File: src/rtl/rns_mac_sequencer.sv
// Streaming RNS dot-product engine: per-lane modular multiply, then modular accumulate,
// with a valid/ready operand input and a held result output.
module rns_mac_sequencer #(
    parameter int unsigned B0    = 251,
    parameter int unsigned B1    = 241,
    parameter int unsigned B2    = 239,
    parameter int unsigned B3    = 233,
    parameter int unsigned CNT_W = 16
) (
    input  logic             clk,
    input  logic             rst_n,
    input  logic             in_valid,
    output logic             in_ready,
    input  logic [31:0]      in_a,
    input  logic [31:0]      in_b,
    input  logic             in_last,
    output logic             out_valid,
    input  logic             out_ready,
    output logic [31:0]      out_acc,
    output logic [CNT_W-1:0] out_count,
    output logic             busy
);

    typedef enum logic [1:0] {IDLE, RUN, DRAIN, DONE} state_t;

    localparam logic [15:0] MODS [4] = '{16'(B0), 16'(B1), 16'(B2), 16'(B3)};

    state_t           state;
    logic [31:0]      prod;
    logic             prod_valid;
    logic [31:0]      acc;
    logic [CNT_W-1:0] count;
    logic [CNT_W-1:0] count_inc;
    logic             take;

    // The 16-bit product holds any pair of 8-bit residues, so out-of-range inputs reduce correctly.
    function automatic logic [7:0] mul_mod(input logic [7:0] a, input logic [7:0] b,
                                           input logic [15:0] m);
        logic [15:0] p;
        p = {8'd0, a} * {8'd0, b};
        return 8'(p % m);
    endfunction

    function automatic logic [7:0] add_mod(input logic [7:0] x, input logic [7:0] y,
                                           input logic [8:0] m);
        logic [8:0] s;
        s = {1'b0, x} + {1'b0, y};
        if (s >= m) begin
            s = s - m;
        end
        return 8'(s);
    endfunction

    assign take      = in_valid && in_ready;
    assign count_inc = (count == '1) ? count : count + CNT_W'(1);
    assign out_acc   = acc;
    assign out_count = count;

    always_ff @(posedge clk) begin
        if (!rst_n) begin
            state      <= IDLE;
            in_ready   <= 1'b0;
            out_valid  <= 1'b0;
            busy       <= 1'b0;
            prod       <= '0;
            prod_valid <= 1'b0;
            acc        <= '0;
            count      <= '0;
        end else begin
            prod_valid <= take;
            if (take) begin
                for (int i = 0; i < 4; i++) begin
                    prod[i*8 +: 8] <= mul_mod(in_a[i*8 +: 8], in_b[i*8 +: 8], MODS[i]);
                end
                count <= count_inc;
            end
            if (prod_valid) begin
                for (int i = 0; i < 4; i++) begin
                    acc[i*8 +: 8] <= add_mod(acc[i*8 +: 8], prod[i*8 +: 8], MODS[i][8:0]);
                end
            end

            case (state)
                IDLE: begin
                    in_ready <= 1'b1;
                    busy     <= 1'b0;
                    if (take) begin
                        busy <= 1'b1;
                        if (in_last) begin
                            state    <= DRAIN;
                            in_ready <= 1'b0;
                        end else begin
                            state <= RUN;
                        end
                    end
                end
                RUN: begin
                    if (take && in_last) begin
                        state    <= DRAIN;
                        in_ready <= 1'b0;
                    end
                end
                // The last product is folded into acc on this same edge, so DONE sees the final sum.
                DRAIN: begin
                    state     <= DONE;
                    out_valid <= 1'b1;
                end
                DONE: begin
                    if (out_ready) begin
                        state     <= IDLE;
                        out_valid <= 1'b0;
                        busy      <= 1'b0;
                        in_ready  <= 1'b1;
                        acc       <= '0;
                        count     <= '0;
                    end
                end
                default: state <= IDLE;
            endcase
        end
    end

endmodule

File: config.mk
export PLATFORM = sky130hd
export DESIGN_NAME = rns_mac_sequencer
export DESIGN_NICKNAME = d
export VERILOG_FILES = /design/src/rtl/rns_mac_sequencer.sv
export SDC_FILE = /design/constraint.sdc
export NUM_CORES = 1
export LEC_CHECK = 0
export BUFFER_PORTS_ARGS = -buffer_cell sky130_fd_sc_hd__buf_2
export CORE_UTILIZATION = 60
export DETAILED_ROUTE_END_ITERATION = 12
export PLACE_DENSITY = 0.87
export SLEW_MARGIN = 30
export SYNTH_ARGS = -nofsm -noshare
export SYNTH_HDL_FRONTEND = slang
export SYNTH_SLANG_ARGS = --single-unit
export TNS_END_PERCENT = 50
File: constraint.sdc
create_clock -name clk -period 14.6 [get_ports clk]
set_input_delay 0 -clock clk [delete_from_list [all_inputs] [get_ports clk]]
set_output_delay 0 -clock clk [all_outputs]
set_load 0.05 [all_outputs]
==> run_results.csv, run 1 <==
group,metric,value,unit
synthesis,netlist_area,24100,µm²
synthesis,ys.flop_type,"dfxtp_1",
setup_path,cp-endpoint,"prod[23]",
setup_path,end_kind,"register",
setup_path,cp-startpoint,"in_a[16]",
die,dieHeight,202,µm
setup_path,critPathMaxFanout,9,
grt,antenna_found_initial,0,
outcome,status,"finished, final reports clean",
die,num_rows,73,
sta,setup_viol,0,
grt,grt_use_total,27.6,%
sta,grt_setup_unrepaired,"no",
setup_path,r2r-end,"out_acc[5]",
detailed_routing,drt_iter0_drc,1904,
setup_path,cp_slowest_cell,"o31ai_1",
detailed_routing,ant_nets,0,
placed_design,gp_congestion,0.944,
detailed_routing,vias_per_cell,6.30,
clock_tree,clk_pin_slew,0.07,ns
finish,drive_gt1_share,8.48,%
detailed_routing,vias,23663,
setup_path,reg2regPathDepth,13,
detailed_routing,first_pass_iters,8,
grt,grt_max_degree,41,
clock_tree,clockBufferDepth,2,
detailed_routing,drc,0,
setup_path,start_kind,"input port",
finish,num-fill-cells,3465,
clock_tree,clkLatencyLatePin,0.35,ns
synthesis,synth_compound_area_share,29.1,%
sta,max_freq,0.0795,GHz
synthesis,synthXorXnorAreaFrac,7.19,%
clock_tree,cts_tree,"done",
clock_tree,cts_buffers,9,
clock_tree,cts_resized,0,
grt,grt_pass1_wl,100000,µm
synthesis,synthSimpleGateAreaFrac,24.7,%
die,io_pins,120,
hold_path,hold_path.class,"input port to register",
synthesis,syn_inst,3182,
synthesis,synth_cell_types,113,
die,initial_core_util,60.7,%
finish,diodes,0,
synthesis,syn_area_per_cell,7.57,µm²
clock_tree,cts_max_level,3,
sta,period_share,86.2,%
finish,nNetsFinal,3643,
setup_path,crit_arrival,12.80,ns
sta,worstMarginPinSlew,0.962,ns
synthesis,yosys.area.top_type_share,12.3,%
clock_tree,numClockSinks,86,
sta,clock_skew,0.00962,ns
synthesis,syn-num-nets,3599,
synthesis,yosys.area_share.adder,23.2,%
grt,overflow,0,
clock_tree,root_buffer,"clkbuf_16",
sta,final_max_slew_viol_count,0,
setup_path,rr_startpoint,"prod[0]",
placed_design,place_hpwl,45800,µm
placed_design,portBuffers,119,
synthesis,synth_top_area_cell,"fa_1",
synthesis,synthTopCellsByArea,"fa_1, ha_1, dfxtp_1",
synthesis,synth_edf_count,0,
setup_path,cp.required,14.82,ns
synthesis,synthMuxAreaShare,3.11,%
sta,setup_tns,0,ns
setup_path,timing.reg2reg.setup_slack,10.87,ns
synthesis,ys.warnings.count,0,
synthesis,synth_top_family_by_area,"compound AO/OA/AOI/OAI gates",
flow_run,cap_violations,0,
sta,period_minus_slack,12.58,ns
die,die_x,202,µm
synthesis,async_flop_share,0,%
clock_tree,holdBufCountCts,0,
detailed_routing,wire_per_inst,15.1,µm
clock_tree,post-cts-setup-buffer-count,0,
die,core-area,39600,µm²
setup_path,max_stage_delay,0.72,ns
sta,slew_headroom,35.3,%
setup_path,path_class,"input port to register",
detailed_routing,wl,56600,µm
die,design.die.area,40900,µm²
synthesis,ys_ff_latch,86,
grt,grt_pass1_vias,22419,
sta,hold_viol_final,0,
synthesis,ys_seq_area_share,7.15,%
finish,syn_to_final_growth,5.15,%
==> routing by layer <==
layer  GRT usage [%]  up-vias  wire (µm)  share of wire, %
li1                -    11814          -                 -
met2            48.6      636      26800                47
met5               0        -          0                 0
met4            6.93        0        967               1.7
met1            36.8    11125      26300                47
met3            1.52       88       2480               4.4
==> metrics by stage <==
step	worst slack [ns]	hold slack (ns)	std cells	util (%)	area [µm²]
after floorplan	3.34	0.262	3182	-	24100
after global routing	1.07	0.0901	3756	63.9	25300
final	2.02	0.0835	3756	63.9	25300
after global placement	2.02	0.427	3739	63.0	25000
after detailed placement	1.97	0.448	3740	63.1	25000
after CTS	2.28	0.0856	3756	63.8	25300
==> worst min-delay path by stage <==
stage               cells after the start  slack, ns      from       end
floorplan                               3       0.26  in_a[16]  prod[16]
global placement                        3       0.43   in_last  state[0]
detailed placement                      3       0.45   in_last  state[0]
CTS                                     3       0.09   in_last  state[0]
global route                            3       0.09   in_last  state[0]
finish                                  3       0.08   in_last  state[0]
==> state kept, by name, summed over array words and instances, names as in the netlist <==
register and count:
in_ready 1, out_acc 32, out_count 16, state 2, busy 1, prod 32, out_valid 1, prod_valid 1
==> cell families (layout without fill, tap and decap cells) <==
logic type	after synthesis	in the layout
DFF	86	86
adders and majority gates	360	360
xor gates and xnor gates	195	195
and+or+nand+nor	1164	1164
buffers and inverters	339	388
muxes	72	72
AOI/OAI and AO/OA	966	966
==> final cells by class <==
cell class,instances,area [µm²],share of cell area (%)
Clock inverter,7,62.6,0.247
Multi-Input combinational cell,2757,21100,83.2
Inverter,248,931,3.68
Clock buffer,9,225,0.890
Tap cell,525,657,2.60
Sequential cell,86,1720,6.81
Timing Repair Buffer,124,653,2.58
==> synthesized netlist by cell type, types with 14 or more instances <==
cell and instances:
o2111ai_1 15, nand4_1 30, inv_1 247, mux2i_1 58, o21ai_0 131, or2_2 33
o21ai_1 24, fa_1 148, or3_1 41, dfxtp_1 86, o21bai_1 27, clkbuf_1 62
o22ai_1 22, nor4_1 22, nand2b_1 22, a31oi_1 41, a21o_1 47, a21oi_1 178
nor2_1 222, o211a_1 22, and3_1 38, a221oi_1 14, o211ai_1 46, nand2_1 288
a21boi_0 14, xor2_1 66, o21a_1 44, o31ai_1 29, and2_1 199, xnor2_1 126
nor3_1 82, a211o_1 18, nor2b_1 16, ha_1 200, nand3_1 97, a211oi_1 58
buf_2 14
==> worst max-delay path: cells and delay by family <==
kind            cells  cell delay, ns
xor+xnor            2            0.74
fa+ha+maj           7            3.01
mux                 1            0.31
compound gates     20            6.23
simple gates       10            2.17
buf+inv             4            0.30
==> cell usage in the layout (no fill, tap or decap), types with 28 or more instances in the layout <==
cell	instances
a211oi_1	58
a21o_1	47
a21oi_1	178
a31oi_1	41
and2_1	199
and3_1	38
buf_2	119
dfxtp_1	85
fa_1	148
ha_1	200
inv_1	247
mux2i_1	58
nand2_1	287
nand3_1	97
nand4_1	30
nor2_1	222
nor3_1	82
o211ai_1	46
o21a_1	44
o21ai_0	131
o31ai_1	28
or2_2	33
or3_1	41
xnor2_1	124
xor2_1	66
Power of run 1 is not shown: default switching activity piles up to over one toggle a cycle in this logic, so the estimate is an artifact.
==> inputs of run 2 (changes only) <==
- PLACE_DENSITY: 0.87 -> not set
- PLACE_DENSITY_LB_ADDON: not set -> 0.1
==> run 2 against run 1 <==
  * The run now ends with DRC left
  * Routed wire length is 7.5% higher
  * Worst hold slack better by 0.013 ns
  * Maximum frequency is 2.0% lower
  * First-iteration DRC count is 23% lower
  * Via count is 0.70% higher
  * Register-to-register slack better by 0.05 ns
  * Core utilization is 0.17 points higher
  * Highest routed layer unchanged
==> run_results.csv, run 2 (synthesis gave the netlist of run 1 again) <==
group,metric,value,unit
grt,antenna_found_initial,5,
grt,grt_pass1_wl,105000,µm
clock_tree,cts_max_level,3,
hold_path,hold_path.class,"input port to register",
setup_path,cp-startpoint,"in_a[16]",
hold_path,hold_start,"in_last",
die,initial_core_util,60.7,%
finish,num-fill-cells,3565,
sta,grt_setup_unrepaired,"no",
grt,grt_use_total,29.4,%
detailed_routing,wl,60800,µm
clock_tree,holdBufCountCts,0,
sta,worstMarginPinSlew,0.888,ns
detailed_routing,wire_per_inst,16.2,µm
grt,grt_pass1_vias,22647,
detailed_routing,drc,1,
die,dieHeight,202,µm
clock_tree,numClockSinks,86,
sta,period_share,88.0,%
sta,clock_skew,0.00564,ns
clock_tree,clkLatencyLatePin,0.34,ns
outcome,status,"finished with violations",
die,die_x,202,µm
detailed_routing,ant_nets,0,
detailed_routing,vias,23829,
clock_tree,cts_resized,0,
sta,final_max_slew_viol_count,0,
sta,slew_headroom,39.9,%
grt,grt_max_degree,57,
die,core-area,39600,µm²
sta,setup_tns,0,ns
setup_path,start_kind,"input port",
die,io_pins,120,
clock_tree,cts_buffers,9,
clock_tree,clockBufferDepth,2,
sta,holdWs,0.0960,ns
die,num_rows,73,
setup_path,rr_startpoint,"prod[0]",
sta,setup_viol,0,
finish,syn_to_final_growth,5.43,%
placed_design,portBuffers,119,
sta,hold_viol_final,0,
setup_path,path_class,"input port to register",
flow_run,cap_violations,0,
setup_path,crit_arrival,13.07,ns
detailed_routing,vias_per_cell,6.34,
outcome,violations,"DRC",
sta,max_freq,0.0779,GHz
finish,drive_gt1_share,8.48,%
detailed_routing,drt_iter0_drc,1457,
detailed_routing,first_pass_iters,10,
clock_tree,cts_tree,"done",
setup_path,cp.required,14.83,ns
finish,layout_commonest_cell,"nand2_1",
setup_path,cp_slowest_cell,"o31ai_1",
grt,overflow,0,
finish,final_cell_mix,"nand2_1, inv_1, nor2_1",
clock_tree,post-cts-setup-buffer-count,0,
clock_tree,root_buffer,"clkbuf_16",
setup_path,critPathMaxFanout,9,
placed_design,gp_congestion,0.946,
die,design.die.area,40900,µm²
clock_tree,clk_pin_slew,0.07,ns
finish,nNetsFinal,3643,
placed_design,place_hpwl,49300,µm
setup_path,end_kind,"register",
sta,period_minus_slack,12.84,ns
setup_path,max_stage_delay,0.76,ns
-- run 2: changes by cell type in the layout (fill, tap and decap cells not counted), sizes merged --
cell	change
clkinvlp	-1
diode	+5
inv	-2
bufinv	+3
-- run 2: layer usage --
metal  routed length [µm]  vias to the layer above  part of all wire (%)  GRT usage, %
li1                     -                    11785                     -             -
met1                28800                    11319                    47          40.1
met2                28900                      670                    47          51.1
met3                 2560                       55                   4.2          1.93
met4                  665                        0                   1.1          5.75
met5                    0                        -                     0             0
-- run 2: final timing paths --
| path | slack, ns | depth (start not counted) | end |
|---|---|---|---|
| hold / removal | 0.1 | 3 | state[0] |
| setup reg to reg | 10.92 | 13 | out_acc[5] |
| setup / recovery | 1.76 | 44 | prod[18] |
| hold reg to reg | 0.49 | 2 | prod[15] |
-- run 2: final cells by class --
| cell class | instances | area (µm²) | share of cell area [%] |
|---|---|---|---|
| Multi-Input combinational cell | 2757 | 21100 | 83.0 |
| Sequential cell | 86 | 1730 | 6.80 |
| Inverter | 248 | 931 | 3.67 |
| Tap cell | 525 | 657 | 2.59 |
| Timing Repair Buffer | 124 | 633 | 2.49 |
| Clock buffer | 9 | 225 | 0.887 |
| Clock inverter | 7 | 128 | 0.503 |
| Antenna cell | 5 | 12.5 | 0.0493 |
-- run 2: worst max-delay path, delay by kind of cell --
| kind | cells | cell delay [ns] |
|---|---|---|
| AOI/OAI and AO/OA | 19 | 6.10 |
| adders and majority gates | 7 | 3.01 |
| and+or+nand+nor | 11 | 2.55 |
| xor gates and xnor gates | 2 | 0.76 |
| buffers and inverters | 4 | 0.32 |
| muxes | 1 | 0.30 |
-- run 2: through the flow --
stage	instance area, µm²	std cells	setup slack [ns]	utilization (%)
after floorplan	24100	3182	3.34	-
after detailed placement	25000	3740	1.65	63.0
after global routing	25400	3761	0.703	64.0
after CTS	25300	3756	1.94	63.9
final	25400	3761	1.76	64.0
after global placement	25000	3740	1.82	63.0
Power of run 2 is left out for the same reason.
